$ cat src/rtl/ct_pmp_pkg.sv
// Shared definitions for the PMP check scheduler: write-sequencer state
// encoding and default datapath widths.
package ct_pmp_pkg;

  localparam int unsigned NREQ_DEF  = 4;
  localparam int unsigned PA_W_DEF  = 28;
  localparam int unsigned FLG_W_DEF = 4;

  typedef enum logic [1:0] {
    ST_IDLE   = 2'b00,
    ST_DRAIN  = 2'b01,
    ST_WRITE  = 2'b10,
    ST_SETTLE = 2'b11
  } wr_state_e;

endpackage

$ cat src/rtl/ct_pmp_rr_arb.sv
// Round-robin arbiter: grants the first request at or after the pointer and
// advances the pointer past the winner; the pointer holds when nothing is granted.
module ct_pmp_rr_arb #(
  parameter int unsigned NREQ = 4
) (
  input  logic            i_clk,
  input  logic            i_rst,
  input  logic            i_en,
  input  logic [NREQ-1:0] i_req,
  output logic [NREQ-1:0] o_gnt
);

  localparam int unsigned PW = (NREQ > 1) ? $clog2(NREQ) : 1;

  logic [PW-1:0] r_ptr;
  logic [PW-1:0] w_nxt_ptr;
  logic          w_hit;
  int unsigned   w_idx;

  always_comb begin
    o_gnt     = '0;
    w_nxt_ptr = r_ptr;
    w_hit     = 1'b0;
    w_idx     = 0;
    for (int unsigned k = 0; k < NREQ; k++) begin
      w_idx = (32'(r_ptr) + k) % NREQ;
      if (!w_hit && i_en && i_req[PW'(w_idx)]) begin
        o_gnt[PW'(w_idx)] = 1'b1;
        w_hit             = 1'b1;
        w_nxt_ptr         = PW'((w_idx + 1) % NREQ);
      end
    end
  end

  always_ff @(posedge i_clk or posedge i_rst) begin
    if (i_rst) begin
      r_ptr <= '0;
    end else if (w_hit) begin
      r_ptr <= w_nxt_ptr;
    end
  end

endmodule

$ cat src/rtl/ct_pmp_chk_sched.sv
// Shares one ct_pmp_acc lookup among NREQ requesters through a 2-stage check
// pipeline, and fences CP0 PMP CSR writes so no check sees a partial update.
module ct_pmp_chk_sched
  import ct_pmp_pkg::*;
#(
  parameter int unsigned NREQ  = NREQ_DEF,
  parameter int unsigned PA_W  = PA_W_DEF,
  parameter int unsigned FLG_W = FLG_W_DEF
) (
  input  logic               forever_cpuclk,
  input  logic               cpurst,
  input  logic [NREQ-1:0]    req_vld,
  input  logic [NREQ*PA_W-1:0] req_pa,
  input  logic [NREQ-1:0]    req_mprv,
  output logic [NREQ-1:0]    req_gnt,
  output logic [NREQ-1:0]    rsp_vld,
  output logic [FLG_W-1:0]   rsp_flg,
  output logic [PA_W-1:0]    acc_pa,
  output logic               acc_mprv_status,
  input  logic [FLG_W-1:0]   acc_flg,
  input  logic               cp0_pmp_wreq,
  output logic               pmp_cp0_wgnt
);

  wr_state_e r_state;
  wr_state_e w_nxt_state;

  logic            w_arb_en;
  logic [NREQ-1:0] w_gnt;
  logic [PA_W-1:0] w_gnt_pa;
  logic            w_gnt_mprv;

  logic            r_s1_vld;
  logic [NREQ-1:0] r_s1_tag;
  logic [PA_W-1:0] r_s1_pa;
  logic            r_s1_mprv;

  logic             r_s2_vld;
  logic [NREQ-1:0]  r_s2_tag;
  logic [FLG_W-1:0] r_s2_flg;

  // Grants are masked during reset too, so every output reads 0 while it is held.
  assign w_arb_en = (r_state == ST_IDLE) && !cp0_pmp_wreq && !cpurst;

  ct_pmp_rr_arb #(
    .NREQ (NREQ)
  ) u_arb (
    .i_clk (forever_cpuclk),
    .i_rst (cpurst),
    .i_en  (w_arb_en),
    .i_req (req_vld),
    .o_gnt (w_gnt)
  );

  assign req_gnt = w_gnt;

  always_comb begin
    w_gnt_pa   = '0;
    w_gnt_mprv = 1'b0;
    for (int unsigned i = 0; i < NREQ; i++) begin
      if (w_gnt[i]) begin
        w_gnt_pa   = w_gnt_pa | req_pa[i*PA_W +: PA_W];
        w_gnt_mprv = w_gnt_mprv | req_mprv[i];
      end
    end
  end

  always_ff @(posedge forever_cpuclk or posedge cpurst) begin
    if (cpurst) begin
      r_s1_vld  <= 1'b0;
      r_s1_tag  <= '0;
      r_s1_pa   <= '0;
      r_s1_mprv <= 1'b0;
      r_s2_vld  <= 1'b0;
      r_s2_tag  <= '0;
      r_s2_flg  <= '0;
    end else begin
      r_s1_vld  <= |w_gnt;
      r_s1_tag  <= w_gnt;
      r_s1_pa   <= w_gnt_pa;
      r_s1_mprv <= w_gnt_mprv;
      r_s2_vld  <= r_s1_vld;
      r_s2_tag  <= r_s1_tag;
      r_s2_flg  <= r_s1_vld ? acc_flg : '0;
    end
  end

  assign acc_pa          = r_s1_vld ? r_s1_pa : '0;
  assign acc_mprv_status = r_s1_vld & r_s1_mprv;
  assign rsp_vld         = r_s2_vld ? r_s2_tag : '0;
  assign rsp_flg         = r_s2_vld ? r_s2_flg : '0;

  always_ff @(posedge forever_cpuclk or posedge cpurst) begin
    if (cpurst) begin
      r_state <= ST_IDLE;
    end else begin
      r_state <= w_nxt_state;
    end
  end

  // Only S1 reads the PMP registers; S2 already holds its flag, so draining S1 suffices.
  always_comb begin
    w_nxt_state  = r_state;
    pmp_cp0_wgnt = 1'b0;
    case (r_state)
      ST_IDLE:   if (cp0_pmp_wreq) w_nxt_state = ST_DRAIN;
      ST_DRAIN:  if (!r_s1_vld)    w_nxt_state = ST_WRITE;
      ST_WRITE: begin
        pmp_cp0_wgnt = 1'b1;
        w_nxt_state  = ST_SETTLE;
      end
      ST_SETTLE: w_nxt_state = ST_IDLE;
      default:   w_nxt_state = ST_IDLE;
    endcase
  end

endmodule

$ cat config.mk
export PLATFORM = sky130hd
export DESIGN_NAME = ct_pmp_chk_sched
export DESIGN_NICKNAME = d
export VERILOG_FILES = /design/src/rtl/ct_pmp_pkg.sv /design/src/rtl/ct_pmp_rr_arb.sv /design/src/rtl/ct_pmp_chk_sched.sv
export SDC_FILE = /design/constraint.sdc
export NUM_CORES = 1
export LEC_CHECK = 0
export BUFFER_PORTS_ARGS = -buffer_cell sky130_fd_sc_hd__buf_2
export CORE_MARGIN = 2
export CORE_UTILIZATION = 42
export CTS_CLUSTER_SIZE = 10
export DETAILED_ROUTE_END_ITERATION = 8
export PLACE_DENSITY = 0.77
export SLEW_MARGIN = 10
export SYNTH_ARGS = -nofsm -noshare
export SYNTH_HDL_FRONTEND = slang
export SYNTH_SLANG_ARGS = --single-unit
$ cat constraint.sdc
create_clock -name forever_cpuclk -period 3.07 [get_ports forever_cpuclk]
set_clock_uncertainty 0.15 [all_clocks]
set_input_delay 0.614 -clock forever_cpuclk [delete_from_list [all_inputs] [get_ports forever_cpuclk]]
set_output_delay 0.614 -clock forever_cpuclk [all_outputs]
set_load 0.01 [all_outputs]
==> flow_summary.json <==
{
  "status": "finished, violations left",
  "violations": "negative setup slack",
  "synth_flop_cell": "dfrtp_1",
  "cts_root_buf": "clkbuf_8",
  "r2r_setup_slack_ps": 90,
  "finalCritPeriodShare_pct": 104,
  "grt_pass1_vias": 3660,
  "hold_path_class": "primary input to asynchronous set/reset pin",
  "area_delta_synth_final_pct": 37.9,
  "hpwl_mm": 8.07,
  "finalHoldViolCount": 0,
  "htreeDepth": 2,
  "slowest_stage": "mux4_2",
  "core_area_um2": 7770,
  "cts_sinks": 47,
  "dieArea_um2": 8810,
  "crit_path_start_kind": "flop",
  "synth.distinct_cells": 35,
  "tns_ps": -504,
  "timing.critical_path.from": "u_arb.r_ptr[0]",
  "synth-seq-area-share_pct": 34.7,
  "start_util_pct": 43.7,
  "ios": 169,
  "vias": 3854,
  "place_inst": 612,
  "synth-edff-count": 0,
  "max-slew-margin-rel_pct": 62.2,
  "required_ps": 2310,
  "seqPwrFrac_pct": 34.5,
  "nets": 673,
  "worst_slew_pin_slew_ps": 567,
  "holdWs_ps": 182,
  "drive_gt1_share_pct": 46.4,
  "drv_slew": 0,
  "async_reset_ff_share_pct": 100,
  "grt-ovfl-total": 0,
  "io_buffers": 168,
  "antennaDiodeCount": 0,
  "path_clk_slew_ps": 90,
  "combPwrFrac_pct": 46.3,
  "synth_fp_nets": 504,
  "netSwitchingFraction_pct": 36.8,
  "rr_endpoint": "r_s1_pa[23]",
  "fin_ws_ps": -131,
  "wl_per_cell_um": 19.6,
  "p_clk_share_pct": 19.1,
  "end_kind": "output pin",
  "utilization_pct": 60.2,
  "viasPerCell": 6.05,
  "maxCapViolations": 0,
  "ir_worst_vdd_mv": 0.359,
  "synth.yosys.warnings": 0,
  "die_w_um": 93.9,
  "grt_use_total_pct": 26.4,
  "ant_nets": 0,
  "rows": 32,
  "netlist_area_um2": 3390,
  "drtIter0Drc": 266,
  "fin_crit_ps": 3200,
  "rsz0062_at_grt": "true",
  "path_max_fanout": 6,
  "synthCells": 365,
  "critPathKind": "flop to output pin",
  "dr.pass1.iters": 5,
  "avgSynthCellArea_um2": 9.30,
  "tritoncts": "done",
  "p_int_w": 0.00149,
  "clkLatencyLatePin_ps": 290,
  "r2r-start": "u_arb.r_ptr[0]",
  "drc_errors": 0,
  "max_stage_delay_ps": 590,
  "place_congestion": 0.920,
  "cp.arrival_ps": 2440,
  "ys_ff_latch": 47,
  "die_h_um": 93.9,
  "grt_max_degree": 31,
  "max_freq_mhz": 312,
  "power_leakage_nw": 2.66,
  "cts_buffers": 5,
  "antenna_found_initial": 0,
  "r2r_cells": 10,
  "layout.cells.non_filler": 637,
  "power_density_nw_per_um2": 503,
  "crit_chain": "inv_4, ha_4, mux4_2, nor4b_4, and2_4, or3_4, buf_6",
  "p_sw_w": 0.000866,
  "cts_buffer_depth": 2,
  "setup_violations": 4,
  "grt_first_pass_wirelength_mm": 18.2,
  "totalWireLength_mm": 12.5
}
per-stage QoR:
| stage | cell area, um2 | worst slack [ps] | power, W |
|---|---|---|---|
| after floorplan | 3390 | 17.7 | 0.00146 |
| after global placement | 4370 | 158 | 0.00175 |
| after detailed placement | 4370 | 121 | 0.00179 |
| after CTS | 4610 | -114 | 0.00231 |
| after global routing | 4680 | -194 | 0.00250 |
| final | 4680 | -131 | 0.00235 |
layer usage:
metal  GRT usage (%)  part of all wire [%]  vias up
met1            33.4                    39     1822
met5               0                     0        -
met2            46.1                    49      263
met3            4.01                   9.6       26
li1                -                     -     1743
met4            8.70                   2.3        0
power groups by stage:
stage                     clock [W]  combinational, W  sequential, W
final                      0.000450           0.00109       0.000812
after global routing       0.000488           0.00118       0.000828
after CTS                  0.000460           0.00105       0.000807
after detailed placement          0          0.000979       0.000816
after global placement            0          0.000946       0.000809
after floorplan                   0          0.000660       0.000802
worst max-delay path: cells and delay by family, from the launching register on:
family / cells / cell delay [ps]
DFF: 1 / 410
buffers and inverters: 2 / 140
muxes: 1 / 590
and+or+nand+nor: 3 / 730
adders and majority gates: 1 / 260
worst max-delay path by stage:
stage	end	slack [ps]	cells past startpoint
finish	req_gnt[2]	-130	7
global route	req_gnt[2]	-190	7
CTS	req_gnt[3]	-110	7
detailed placement	req_gnt[1]	120	6
global placement	req_gnt[1]	160	6
floorplan	req_gnt[1]	20	8
registers in the layout, indices dropped and copies added, names as in the netlist:
register     cells
r_state          2
r_s1_tag         4
u_arb.r_ptr      2
r_s2_flg         4
r_s2_vld         1
r_s1_mprv        1
r_s2_tag         4
r_s1_pa         28
r_s1_vld         1
layout make-up:
| type | count | area, um2 |
|---|---|---|
| clock buffer | 5 | 68.8 |
| clock inverter | 3 | 43.8 |
| fill | 674 | 3090 |
| inverter | 10 | 40.0 |
| multi-input combinational | 265 | 2070 |
| sequential | 47 | 1180 |
| tap | 102 | 128 |
| timing repair buffer | 205 | 1150 |
cell usage in the layout (no fill, tap or decap), types with 5 or more instances in the layout:
cell,n
and2_1,41
buf_2,164
buf_4,36
buf_6,5
clkbuf_8,5
dfrtp_1,46
ha_1,10
inv_1,5
nand2_1,5
nand4_1,29
o21ai_0,8
o31ai_1,116
kinds of logic after synthesis:
logic type / count (synthesis) / synth area share, %
compound gates: 141 / 30.3
fa+ha+maj: 12 / 4.42
buf+inv: 53 / 7.04
flops: 47 / 34.7
mux: 8 / 3.87
simple gates: 104 / 19.7
repair_timing:
| action | 4_1_cts | 5_1_grt |
|---|---|---|
| hold buffers | 0 | 0 |
| setup buffers | 9 | 8 |
| resized for setup | 14 | 4 |
| cloned | 0 | 0 |
| pin swaps | 10 | 7 |
| endpoints found under the hold margin | 0 | 0 |
| endpoints found under the setup margin | 4 | 4 |
synthesized netlist by cell type (4+ instances only):
master    count  share of area [%]
buf_2        20                2.9
a21oi_1       6               0.88
nor2b_1       4               0.74
o21ai_0       8                1.2
o31ai_1     116                 26
ha_1         12                4.4
nand4_1      29                5.3
mux4_2        4                2.7
nand2_1       5               0.55
clkbuf_1     21                2.3
inv_1        10                1.1
a211oi_1      6                1.3
dfrtp_1      47                 35
and2_1       45                8.3
nor2_1        4               0.44
No activity file was read; power rests on OpenSTA's default activity.
